$ cat config.mk
export PLATFORM = sky130hd
export DESIGN_NAME = traffic_phase_scheduler_flat
export DESIGN_NICKNAME = d
export VERILOG_FILES = /design/src/rtl/traffic_phase_scheduler_if.sv /design/src/rtl/traffic_phase_scheduler.sv /design/src/flat_wrapper.sv
export SDC_FILE = /design/constraint.sdc
export NUM_CORES = 1
export LEC_CHECK = 0
export CAP_MARGIN = 10
export CORE_ASPECT_RATIO = 1.2
export CORE_MARGIN = 1.5
export CORE_UTILIZATION = 60
export CTS_BUF_LIST = sky130_fd_sc_hd__clkbuf_4 sky130_fd_sc_hd__clkbuf_8
export DETAILED_ROUTE_END_ITERATION = 12
export HOLD_SLACK_MARGIN = 0.1
export PLACE_DENSITY = 0.88
export SLEW_MARGIN = 20
export SYNTH_ARGS = -nofsm -noshare
export SYNTH_HDL_FRONTEND = slang
export SYNTH_SLANG_ARGS = --single-unit
$ cat constraint.sdc
create_clock -name clk -period 4.9 [get_ports clk]
set_input_delay 0.98 -clock clk [delete_from_list [all_inputs] [get_ports clk]]
set_output_delay 0.98 -clock clk [all_outputs]
set_load 0.02 [all_outputs]
$ cat src/rtl/traffic_phase_scheduler_if.sv
// traffic_phase_scheduler_if
//   Bundles the request inputs and lamp/status outputs of the intersection
//   sequencer.
//   master : request source / status consumer (sensor side, testbench)
//   slave  : the scheduler itself
//   Signals:
//     ns_req, ew_req, ped_req : synchronised demand inputs
//     ns_light, ew_light      : light heads, 100 red / 010 yellow / 001 green
//     walk                    : pedestrian walk lamp
//     phase                   : current state code (debug/status)
//     pending                 : latched requests {ped, ew, ns}
interface traffic_phase_scheduler_if;
  logic       ns_req;
  logic       ew_req;
  logic       ped_req;
  logic [2:0] ns_light;
  logic [2:0] ew_light;
  logic       walk;
  logic [2:0] phase;
  logic [2:0] pending;

  modport master (
    output ns_req, ew_req, ped_req,
    input  ns_light, ew_light, walk, phase, pending
  );

  modport slave (
    input  ns_req, ew_req, ped_req,
    output ns_light, ew_light, walk, phase, pending
  );
endinterface

$ cat src/rtl/traffic_phase_scheduler.sv
// traffic_phase_scheduler
//   Demand-driven intersection sequencer. Round-robin service of NS, EW and
//   an exclusive pedestrian phase, with min/max green, yellow and all-red
//   clearance. All outputs are registered and change with the state.
//   Ports:
//     clk    : system clock, rising edge
//     rst_n  : asynchronous active-low reset
//     io_tps : slave side of traffic_phase_scheduler_if (requests in,
//              lights/walk/phase/pending out)
//
//   state      | meaning
//   -----------+-----------------------------------------------
//   ALL_RED    | clearance, both heads red; grants next phase
//   NS_GREEN   | NS green, rests here when nothing conflicts
//   NS_YELLOW  | NS yellow, then ALL_RED
//   EW_GREEN   | EW green, rests here when nothing conflicts
//   EW_YELLOW  | EW yellow, then ALL_RED
//   PED_WALK   | both heads red, walk lamp on, then ALL_RED
//   6 / 7      | illegal, recover to ALL_RED next cycle
module traffic_phase_scheduler #(
  parameter int TW           = 32,
  parameter int MIN_GREEN    = 50,
  parameter int MAX_GREEN    = 200,
  parameter int YELLOW_TIME  = 10,
  parameter int ALL_RED_TIME = 4,
  parameter int WALK_TIME    = 40
) (
  input  logic                     clk,
  input  logic                     rst_n,
  traffic_phase_scheduler_if.slave io_tps
);

  typedef enum logic [2:0] {
    ALL_RED   = 3'd0,
    NS_GREEN  = 3'd1,
    NS_YELLOW = 3'd2,
    EW_GREEN  = 3'd3,
    EW_YELLOW = 3'd4,
    PED_WALK  = 3'd5
  } state_t;

  localparam logic [1:0] L_NS  = 2'd0;
  localparam logic [1:0] L_EW  = 2'd1;
  localparam logic [1:0] L_PED = 2'd2;

  localparam logic [TW-1:0] C_MIN_M1  = TW'(MIN_GREEN - 1);
  localparam logic [TW-1:0] C_MAX_M1  = TW'(MAX_GREEN - 1);
  localparam logic [TW-1:0] C_YEL_M1  = TW'(YELLOW_TIME - 1);
  localparam logic [TW-1:0] C_AR_M1   = TW'(ALL_RED_TIME - 1);
  localparam logic [TW-1:0] C_WALK_M1 = TW'(WALK_TIME - 1);
  localparam logic [TW-1:0] C_SAT     = {TW{1'b1}};

  // State held as raw bits so the illegal codes 6/7 are representable and
  // the recovery path is real logic rather than unreachable.
  logic [2:0]    r_state;
  logic [TW-1:0] r_timer;
  logic [2:0]    r_pending;
  logic [1:0]    r_last;
  logic [2:0]    r_ns_light;
  logic [2:0]    r_ew_light;
  logic          r_walk;
  logic [2:0]    r_phase;

  logic [2:0]    w_req;
  logic [2:0]    w_pend;
  logic [2:0]    w_clr;
  logic [2:0]    w_next;
  logic [2:0]    w_grant;
  logic [1:0]    w_grant_last;
  logic          w_ns_go;
  logic          w_ew_go;
  logic [2:0]    w_ns_light;
  logic [2:0]    w_ew_light;
  logic          w_walk;

  // Own request is masked while that direction is green, so it cannot
  // re-latch against itself.
  assign w_req  = {io_tps.ped_req,
                   io_tps.ew_req & (r_state != EW_GREEN),
                   io_tps.ns_req & (r_state != NS_GREEN)};
  assign w_pend = r_pending | w_req;

  assign w_ns_go = (r_timer >= C_MIN_M1) && (w_pend[1] || w_pend[2]) &&
                   (!io_tps.ns_req || (r_timer >= C_MAX_M1));
  assign w_ew_go = (r_timer >= C_MIN_M1) && (w_pend[0] || w_pend[2]) &&
                   (!io_tps.ew_req || (r_timer >= C_MAX_M1));

  // Round-robin pick starting after the last served phase; NS green is the
  // rest phase when nothing is pending.
  always_comb begin
    w_grant      = NS_GREEN;
    w_grant_last = L_NS;
    case (r_last)
      L_NS: begin
        if (w_pend[1])      begin w_grant = EW_GREEN; w_grant_last = L_EW;  end
        else if (w_pend[2]) begin w_grant = PED_WALK; w_grant_last = L_PED; end
        else if (w_pend[0]) begin w_grant = NS_GREEN; w_grant_last = L_NS;  end
      end
      L_EW: begin
        if (w_pend[2])      begin w_grant = PED_WALK; w_grant_last = L_PED; end
        else if (w_pend[0]) begin w_grant = NS_GREEN; w_grant_last = L_NS;  end
        else if (w_pend[1]) begin w_grant = EW_GREEN; w_grant_last = L_EW;  end
      end
      default: begin
        if (w_pend[0])      begin w_grant = NS_GREEN; w_grant_last = L_NS;  end
        else if (w_pend[1]) begin w_grant = EW_GREEN; w_grant_last = L_EW;  end
        else if (w_pend[2]) begin w_grant = PED_WALK; w_grant_last = L_PED; end
      end
    endcase
  end

  always_comb begin
    w_next = r_state;
    case (r_state)
      ALL_RED:   if (r_timer == C_AR_M1)   w_next = w_grant;
      NS_GREEN:  if (w_ns_go)              w_next = NS_YELLOW;
      NS_YELLOW: if (r_timer == C_YEL_M1)  w_next = ALL_RED;
      EW_GREEN:  if (w_ew_go)              w_next = EW_YELLOW;
      EW_YELLOW: if (r_timer == C_YEL_M1)  w_next = ALL_RED;
      PED_WALK:  if (r_timer == C_WALK_M1) w_next = ALL_RED;
      default:                             w_next = ALL_RED;
    endcase
  end

  // Clear on the entering edge only; clear beats a same-cycle set.
  assign w_clr = {(w_next == PED_WALK) && (r_state != PED_WALK),
                  (w_next == EW_GREEN) && (r_state != EW_GREEN),
                  (w_next == NS_GREEN) && (r_state != NS_GREEN)};

  // Lamps decoded from the next state so they register alongside it.
  always_comb begin
    w_ns_light = 3'b100;
    w_ew_light = 3'b100;
    w_walk     = 1'b0;
    case (w_next)
      NS_GREEN:  w_ns_light = 3'b001;
      NS_YELLOW: w_ns_light = 3'b010;
      EW_GREEN:  w_ew_light = 3'b001;
      EW_YELLOW: w_ew_light = 3'b010;
      PED_WALK:  w_walk     = 1'b1;
      default:   ;
    endcase
  end

  always_ff @(posedge clk or negedge rst_n) begin
    if (!rst_n) begin
      r_state    <= ALL_RED;
      r_timer    <= '0;
      r_pending  <= 3'b000;
      r_last     <= L_NS;
      r_ns_light <= 3'b100;
      r_ew_light <= 3'b100;
      r_walk     <= 1'b0;
      r_phase    <= ALL_RED;
    end else begin
      r_state <= w_next;
      if (w_next != r_state)
        r_timer <= '0;
      else if (r_timer != C_SAT)
        r_timer <= r_timer + TW'(1);
      r_pending <= w_pend & ~w_clr;
      if ((r_state == ALL_RED) && (w_next != ALL_RED))
        r_last <= w_grant_last;
      r_ns_light <= w_ns_light;
      r_ew_light <= w_ew_light;
      r_walk     <= w_walk;
      r_phase    <= w_next;
    end
  end

  assign io_tps.ns_light = r_ns_light;
  assign io_tps.ew_light = r_ew_light;
  assign io_tps.walk     = r_walk;
  assign io_tps.phase    = r_phase;
  assign io_tps.pending  = r_pending;

endmodule

$ cat src/flat_wrapper.sv
// flat-port wrapper written by rule: the top's interface ports become plain ports
module traffic_phase_scheduler_flat 
#(
  parameter int TW           = 32,
  parameter int MIN_GREEN    = 50,
  parameter int MAX_GREEN    = 200,
  parameter int YELLOW_TIME  = 10,
  parameter int ALL_RED_TIME = 4,
  parameter int WALK_TIME    = 40
)
  (clk, rst_n, io_tps_ns_req, io_tps_ew_req, io_tps_ped_req, io_tps_ns_light, io_tps_ew_light, io_tps_walk, io_tps_phase, io_tps_pending);
  traffic_phase_scheduler_if io_tps_i ();
  input  logic clk;
  input  logic rst_n;
  input wire logic [$bits(io_tps_i.ns_req)-1:0] io_tps_ns_req;
  input wire logic [$bits(io_tps_i.ew_req)-1:0] io_tps_ew_req;
  input wire logic [$bits(io_tps_i.ped_req)-1:0] io_tps_ped_req;
  output wire logic [$bits(io_tps_i.ns_light)-1:0] io_tps_ns_light;
  output wire logic [$bits(io_tps_i.ew_light)-1:0] io_tps_ew_light;
  output wire logic [$bits(io_tps_i.walk)-1:0] io_tps_walk;
  output wire logic [$bits(io_tps_i.phase)-1:0] io_tps_phase;
  output wire logic [$bits(io_tps_i.pending)-1:0] io_tps_pending;
  assign io_tps_i.ns_req = io_tps_ns_req;
  assign io_tps_i.ew_req = io_tps_ew_req;
  assign io_tps_i.ped_req = io_tps_ped_req;
  assign io_tps_ns_light = io_tps_i.ns_light;
  assign io_tps_ew_light = io_tps_i.ew_light;
  assign io_tps_walk = io_tps_i.walk;
  assign io_tps_phase = io_tps_i.phase;
  assign io_tps_pending = io_tps_i.pending;
  traffic_phase_scheduler #(.TW(TW), .MIN_GREEN(MIN_GREEN), .MAX_GREEN(MAX_GREEN), .YELLOW_TIME(YELLOW_TIME), .ALL_RED_TIME(ALL_RED_TIME), .WALK_TIME(WALK_TIME)) u_core (.clk(clk), .rst_n(rst_n), .io_tps(io_tps_i));
endmodule
==> metrics.txt, run 1 <==
status finished, final reports clean; initial DRC count between 100 and 150; CTS Buf Count 5; DIE AREA about 4800 sq um; H-Tree Depth 2; maxcap violations 0; Filler cells roughly 320; R2R depth 7; largest net degree at the start of global routing 48; critical path's largest stage delay about 0.6 ns; RSZ-0062 raised after global routing no; Hold/Removal Path Class register to register; share of the synthesized area in the top cell type 0.4280; Post-DP HPWL ~4200 um; Post-synth top flop dfrtp_1; Power Density 477.5 nW/um^2; clk_skew 0.01145 ns; Clock Sinks between 40 and 50; cts hold-fix bufs 0; clock buffer depth 2; gpl congestion 0.9051; slowest CP cell a311o_1; footprint of the multi-input gates roughly 1400 sq um; non-filler cells, final about 360; Vert. Die Dim approximately 76 um; Clock Latency Late Sink 0.30 ns; Yosys warnings 0; post-DR vias/cell a little over 6; endpoints failing hold 0; Slew Viols, Final 0; Die X 63.45 um; final wirelength approximately 5700 um; Core Rows 26; drt drc 0; required time of the critical path 5.11 ns; setup TNS 0 ns; core area 4229 sq um; Cells after DPL between 300 and 400; clk slew on worst S/H paths 0.09 ns; grt ovf 0; Post-synth ARST share 1.000; Post-Syn Area per Cell ~9 sq um; crit path launch type input port; first-pass GRT wire length 9252 um; Max FO, Critical Path 17; nets 314; min cycle time layout 3.085 ns; CTS tree done; commonest non-fill, non-tap cell in the layout dfrtp_1; number of synthesized register bits 47; share of layout cells above drive strength 1 0.07166; Slew @ Worst Pin 0.7398 ns; register area ~1200 sq um; Period Utilization, post-route 0.6296; P_leak 0.001240 uW; clk root buf clkbuf_8; Setup Viol. Count Final 0; first-pass detailed-route iteration total 4; most frequent cells in the layout 45 x dfrtp_1, 42 x nor2_1, 24 x nand2_1, 16 x a21oi_1, 16 x clkdlybuf4s50_1; CP arrival 3.29 ns; initial antenna violation count 0; relative max-transition margin 0.5068; Hold Path Cell Cnt 1; WS Path Type input port to register; DRT antenna net count 0; Syn Inst Count roughly 290; Initial Util 0.6222; area grow syn2layout 11.32%; WL/cell approximately 16 um; Via Count about 2,200; CP Capture Type register; fmax 324.2 MHz; Post-synth EDFFs 0; Syn Std Cell Area approximately 2600 sq um; Overall Global Routing Usage 0.2496; peak supply drop ~0.00021 V; dominant cells by area after synthesis dfrtp_1 43%, nor2_1 6.0%, nand2_1 3.4%, xnor2_1 3.3%, a21oi_1 3.0%; Critical Path, Cell by Cell clkdlybuf4s50_1 > o21bai_1 > o31ai_1 > nor2_1 > a21oi_1 > a311o_1 > o21bai_4 > nor4_2; Seq/Total Area, Yosys 0.4479; cts repair resizes 0; Yosys top cell by area dfrtp_1; # IOs 18; vias in the first global route about 2,100; syn nets ~300; Post-CTS Setup Bufs 0; # diodes 0; # port buffers 17; Distinct cells, synth 46
cells by family (layout without fill, tap and decap cells):
group | Yosys count | count (layout) | share of synthesized area
AOI/OAI and AO/OA | 48 | 48 | 0.1170
xor gates and xnor gates | 19 | 19 | 0.06324
adders and majority gates | 3 | 3 | 0.01427
buffers and inverters | 22 | 36 | 0.03709
DFF | 47 | 47 | 0.4479
muxes | 2 | 2 | 0.008559
and+or+nand+nor | 152 | 152 | 0.3119
state kept, by name, indices dropped and copies added, names as in the netlist:
signal,count
u_core.io_tps.walk,1
u_core.io_tps.ns_light,3
u_core.io_tps.ew_light,3
u_core.r_timer,32
u_core.r_state,3
u_core.io_tps.pending,3
u_core.r_last,2
final timing paths:
check | to | start | slack, ns
setup reg to reg | u_core.r_timer[2] | u_core.r_timer[20] | 1.95
max in group asynchronous | u_core.r_timer[18] | rst_n | 3.81
min in group asynchronous | u_core.r_timer[5] | rst_n | 0.68
setup / recovery | u_core.r_timer[2] | io_tps_ns_req | 1.82
hold reg to reg | u_core.r_last[0] | u_core.r_last[0] | 0.54
hold / removal | u_core.r_last[0] | u_core.r_last[0] | 0.54
area by class of cell:
cell class,count,area share
clock buffers,5,0.02349
clock inverters,3,0.01495
inverters,10,0.01282
multi-input cells,224,0.4626
flip-flops and latches,47,0.4024
well taps,56,0.02392
repair buffers,18,0.05980
critical path, delay by kind of cell:
family	cells	cell delay [ns]
buffers and inverters	1	0.54
AO/OA/AOI/OAI	5	1.28
AND/OR/NAND/NOR	2	0.49
report_power, final:
group,switching [uW],internal [uW]
sequential,91.2,467
combinational,330,225
clock,132,152
metrics by stage:
step	utilization	hold WS, ns	total power (uW)	instance area, sq um	setup slack (ns)
after floorplan	-	0.4657	942.8	2631	2.509
after global routing	0.6926	0.5710	1482	2929	1.688
final	0.6926	0.5395	1399	2929	1.815
after detailed placement	0.6654	0.5181	1117	2814	1.572
after CTS	0.6920	0.5404	1399	2927	1.813
after global placement	0.6654	0.4977	1097	2814	1.600
layer usage:
| metal | part of all wire | vias up | GRT usage |
|---|---|---|---|
| met5 | 0 | - | 0 |
| met4 | 0.037 | 0 | 0.1135 |
| met3 | 0.042 | 23 | 0.04579 |
| met2 | 0.50 | 73 | 0.4515 |
| met1 | 0.42 | 1046 | 0.2941 |
| li1 | - | 1074 | - |
synthesized netlist by cell type (10+ instances only):
master    n
or3_1    11
a21oi_1  16
o21ai_0  11
nand3_1  11
xnor2_1  10
nor2_1   42
nand4_1  11
nand2_1  24
dfrtp_1  45
inv_1    10
nor3_1   10
Power figures use the tool's default switching activity.
==> run 2: changes to the inputs <==
Settings changed: CORE_UTILIZATION 60 to 55, PLACE_DENSITY 0.88 to 0.85.
Clock period 4.9 ns to 2.75 ns, I/O delays scaled along.
==> metrics.txt, run 2 (same netlist as run 1, synthesis figures left out) <==
grt ovf 0 (unchanged); Pwr Total 2544 uW (+82%); Die X 66.14 um (+4.2%); final wirelength 5636 um (-1.4%); Filler cells 395 (+22%); share of layout cells above drive strength 1 0.09585 (+0.02419); first-pass GRT wire length 10,150 um (+9.7%); first-pass detailed-route iteration total 4 (unchanged); critical path's largest stage delay 0.44 ns (-0.16 ns); # IOs 18 (unchanged); Largest Register u_core.r_timer; post-DR vias/cell 6.000 (-1.7%); commonest non-fill, non-tap cell in the layout dfrtp_1; DRT antenna net count 0 (unchanged); drt drc 0 (unchanged); Vert. Die Dim 78.77 um (+4.3%); status finished, final reports clean; CP arrival 2.77 ns (-0.52 ns); clk_skew 0.005242 ns (-0.006205 ns); Switching Share 0.3806 (-0.01541); DIE AREA 5210 sq um (+8.7%); P_leak 0.001278 uW (+3.0%); # diodes 0 (unchanged); Clock Sinks 47 (unchanged); max reg flops 32 (unchanged); required time of the critical path 2.95 ns (-2.16 ns); clk slew on worst S/H paths 0.08 ns (about the same); Net Switching 968.3 uW (+75%); # port buffers 17 (unchanged); CTS Buf Count 5 (unchanged); setup ws final 0.1815 ns (-1.634 ns); RR Startpoint u_core.r_timer[20]; clk root buf clkbuf_8; Slew Viols, Final 0 (unchanged); RSZ-0062 raised after global routing no; clock buffer depth 2 (unchanged); post-layout util 0.6531 (-0.03955); area grow syn2layout 14.03%; Clk network pwr share 0.204 (about the same); WL/cell 15.19 um (-3.6%); WS Path Type register to register; reg2reg end u_core.r_timer[2]; most used cell along the critical path nor4_2; relative max-transition margin 0.6064 (+0.09964); CP delay by family, top simple AND/OR/NAND/NOR gates; share of power burned in registers 0.381 (-0.018); Clock Latency Late Sink 0.30 ns (about the same); Max FO, Critical Path 5 (-12); core area 4594 sq um (+8.6%); Slew @ Worst Pin 0.5864 ns (-0.1534 ns); Period Utilization, post-route 0.9340; Via Count 2,226 (+0.45%); Power Density 847.8 nW/um^2 (+78%); nets 320 (+1.9%); initial DRC count 154 (+13%); gpl congestion 0.8890 (-1.8%); peak supply drop 0.0005246 V (+150%); endpoints failing hold 0 (unchanged); most frequent cells in the layout 45 x dfrtp_1, 41 x nor2_1, 24 x nand2_1, 16 x a21oi_1, 16 x clkdlybuf4s50_1; min cycle time layout 2.569 ns; fmax 389.3 MHz; CP Capture Type register; largest net degree at the start of global routing 29 (-40%); crit path launch type register; part of the power in combinational logic 0.416 (+0.019); setup TNS 0 ns (unchanged); Place WS 0.1118 ns (-1.461 ns); Critical Path, Cell by Cell nor4_1 > nand4_1 > nor4_2 > o21ai_1 > a311o_1 > o21bai_4 > nor4_2; Post-DP HPWL 4021 um (-3.4%); CTS tree done; slowest CP cell nor4_2; vias in the first global route 2,249 (+7.5%); Reg2Reg Setup Slack 0.18 ns (-1.77 ns); Setup Viol. Count Final 0 (unchanged); Int Pwr 1576 uW (+87%); Overall Global Routing Usage 0.2506 (+0.001006); H-Tree Depth 2 (unchanged); initial antenna violation count 0 (unchanged); Initial Util 0.5727 (-0.04948); maxcap violations 0 (unchanged); Core Rows 27 (+3.8%); R2R depth 7 (unchanged); Hold/Removal Path Class input port to asynchronous set/reset pin; crit path buf inv count 0 (-1)
run 2: cell count changes in the layout (fill, tap and decap cells not counted):
| cell | before | now |
|---|---|---|
| buf_4 | 2 | 6 |
| buf_12 | 0 | 1 |
| buf_2 | 0 | 1 |
| clkbuf_8 | 5 | 6 |
| clkinv_4 | 1 | 0 |
| nor2_1 | 42 | 41 |
| nor2_2 | 0 | 1 |
| nor4b_1 | 3 | 2 |
| nor4b_2 | 0 | 1 |
run 2: final cells by class:
type,instances,area [sq um],area share
clock inverter,2,35.03,0.01168
inverter,10,37.54,0.01251
multi-input combinational,224,1364,0.4545
clock buffer,6,82.58,0.02752
sequential,47,1179,0.3928
tap,58,72.57,0.02419
timing repair buffer,24,230.2,0.07673
run 2: worst max-delay path by stage:
stage	startpoint	to	slack, ns	cells past startpoint
after floorplan	u_core.r_state[2]	u_core.r_timer[2]	0.45	8
after global placement	io_tps_ped_req	u_core.io_tps.pending[0]	0.18	8
after detailed placement	io_tps_ped_req	u_core.io_tps.pending[0]	0.11	8
after CTS	u_core.r_timer[0]	u_core.r_timer[2]	0.15	8
after global routing	u_core.r_timer[20]	u_core.r_timer[2]	0.03	7
final	u_core.r_timer[20]	u_core.r_timer[2]	0.18	7
run 2: power groups by stage:
stage          Clock (uW)  Combinational, uW  Sequential [uW]
6_report              518               1060              969
5_1_grt               555               1180              990
4_1_cts               532               1060              966
3_5_place_dp            0               1050              980
3_3_place_gp            0               1030              973
2_1_floorplan           0                668             1010
run 2: per-stage QoR:
stage,cells,hold slack [ns],cell area [sq um]
after floorplan,293,0.2544,2631
after global placement,362,0.4932,2867
after detailed placement,362,0.4842,2867
after CTS,370,0.1915,2984
after global routing,371,0.2090,3000
final,371,0.1816,3000
run 2: per-layer routing:
metal	vias up	GRT usage	wire length, um
met3	15	0.04674	219
met4	0	0.1163	125
li1	1083	-	-
met1	1082	0.3011	2327
met5	-	0	0
met2	46	0.4290	2963
run 2: what timing repair did:
item / CTS / global route
hold buffers: 0 / 0
endpoints found under the setup margin: 0 / 7
setup buffers: 0 / 1
gates resized for setup: 0 / 2
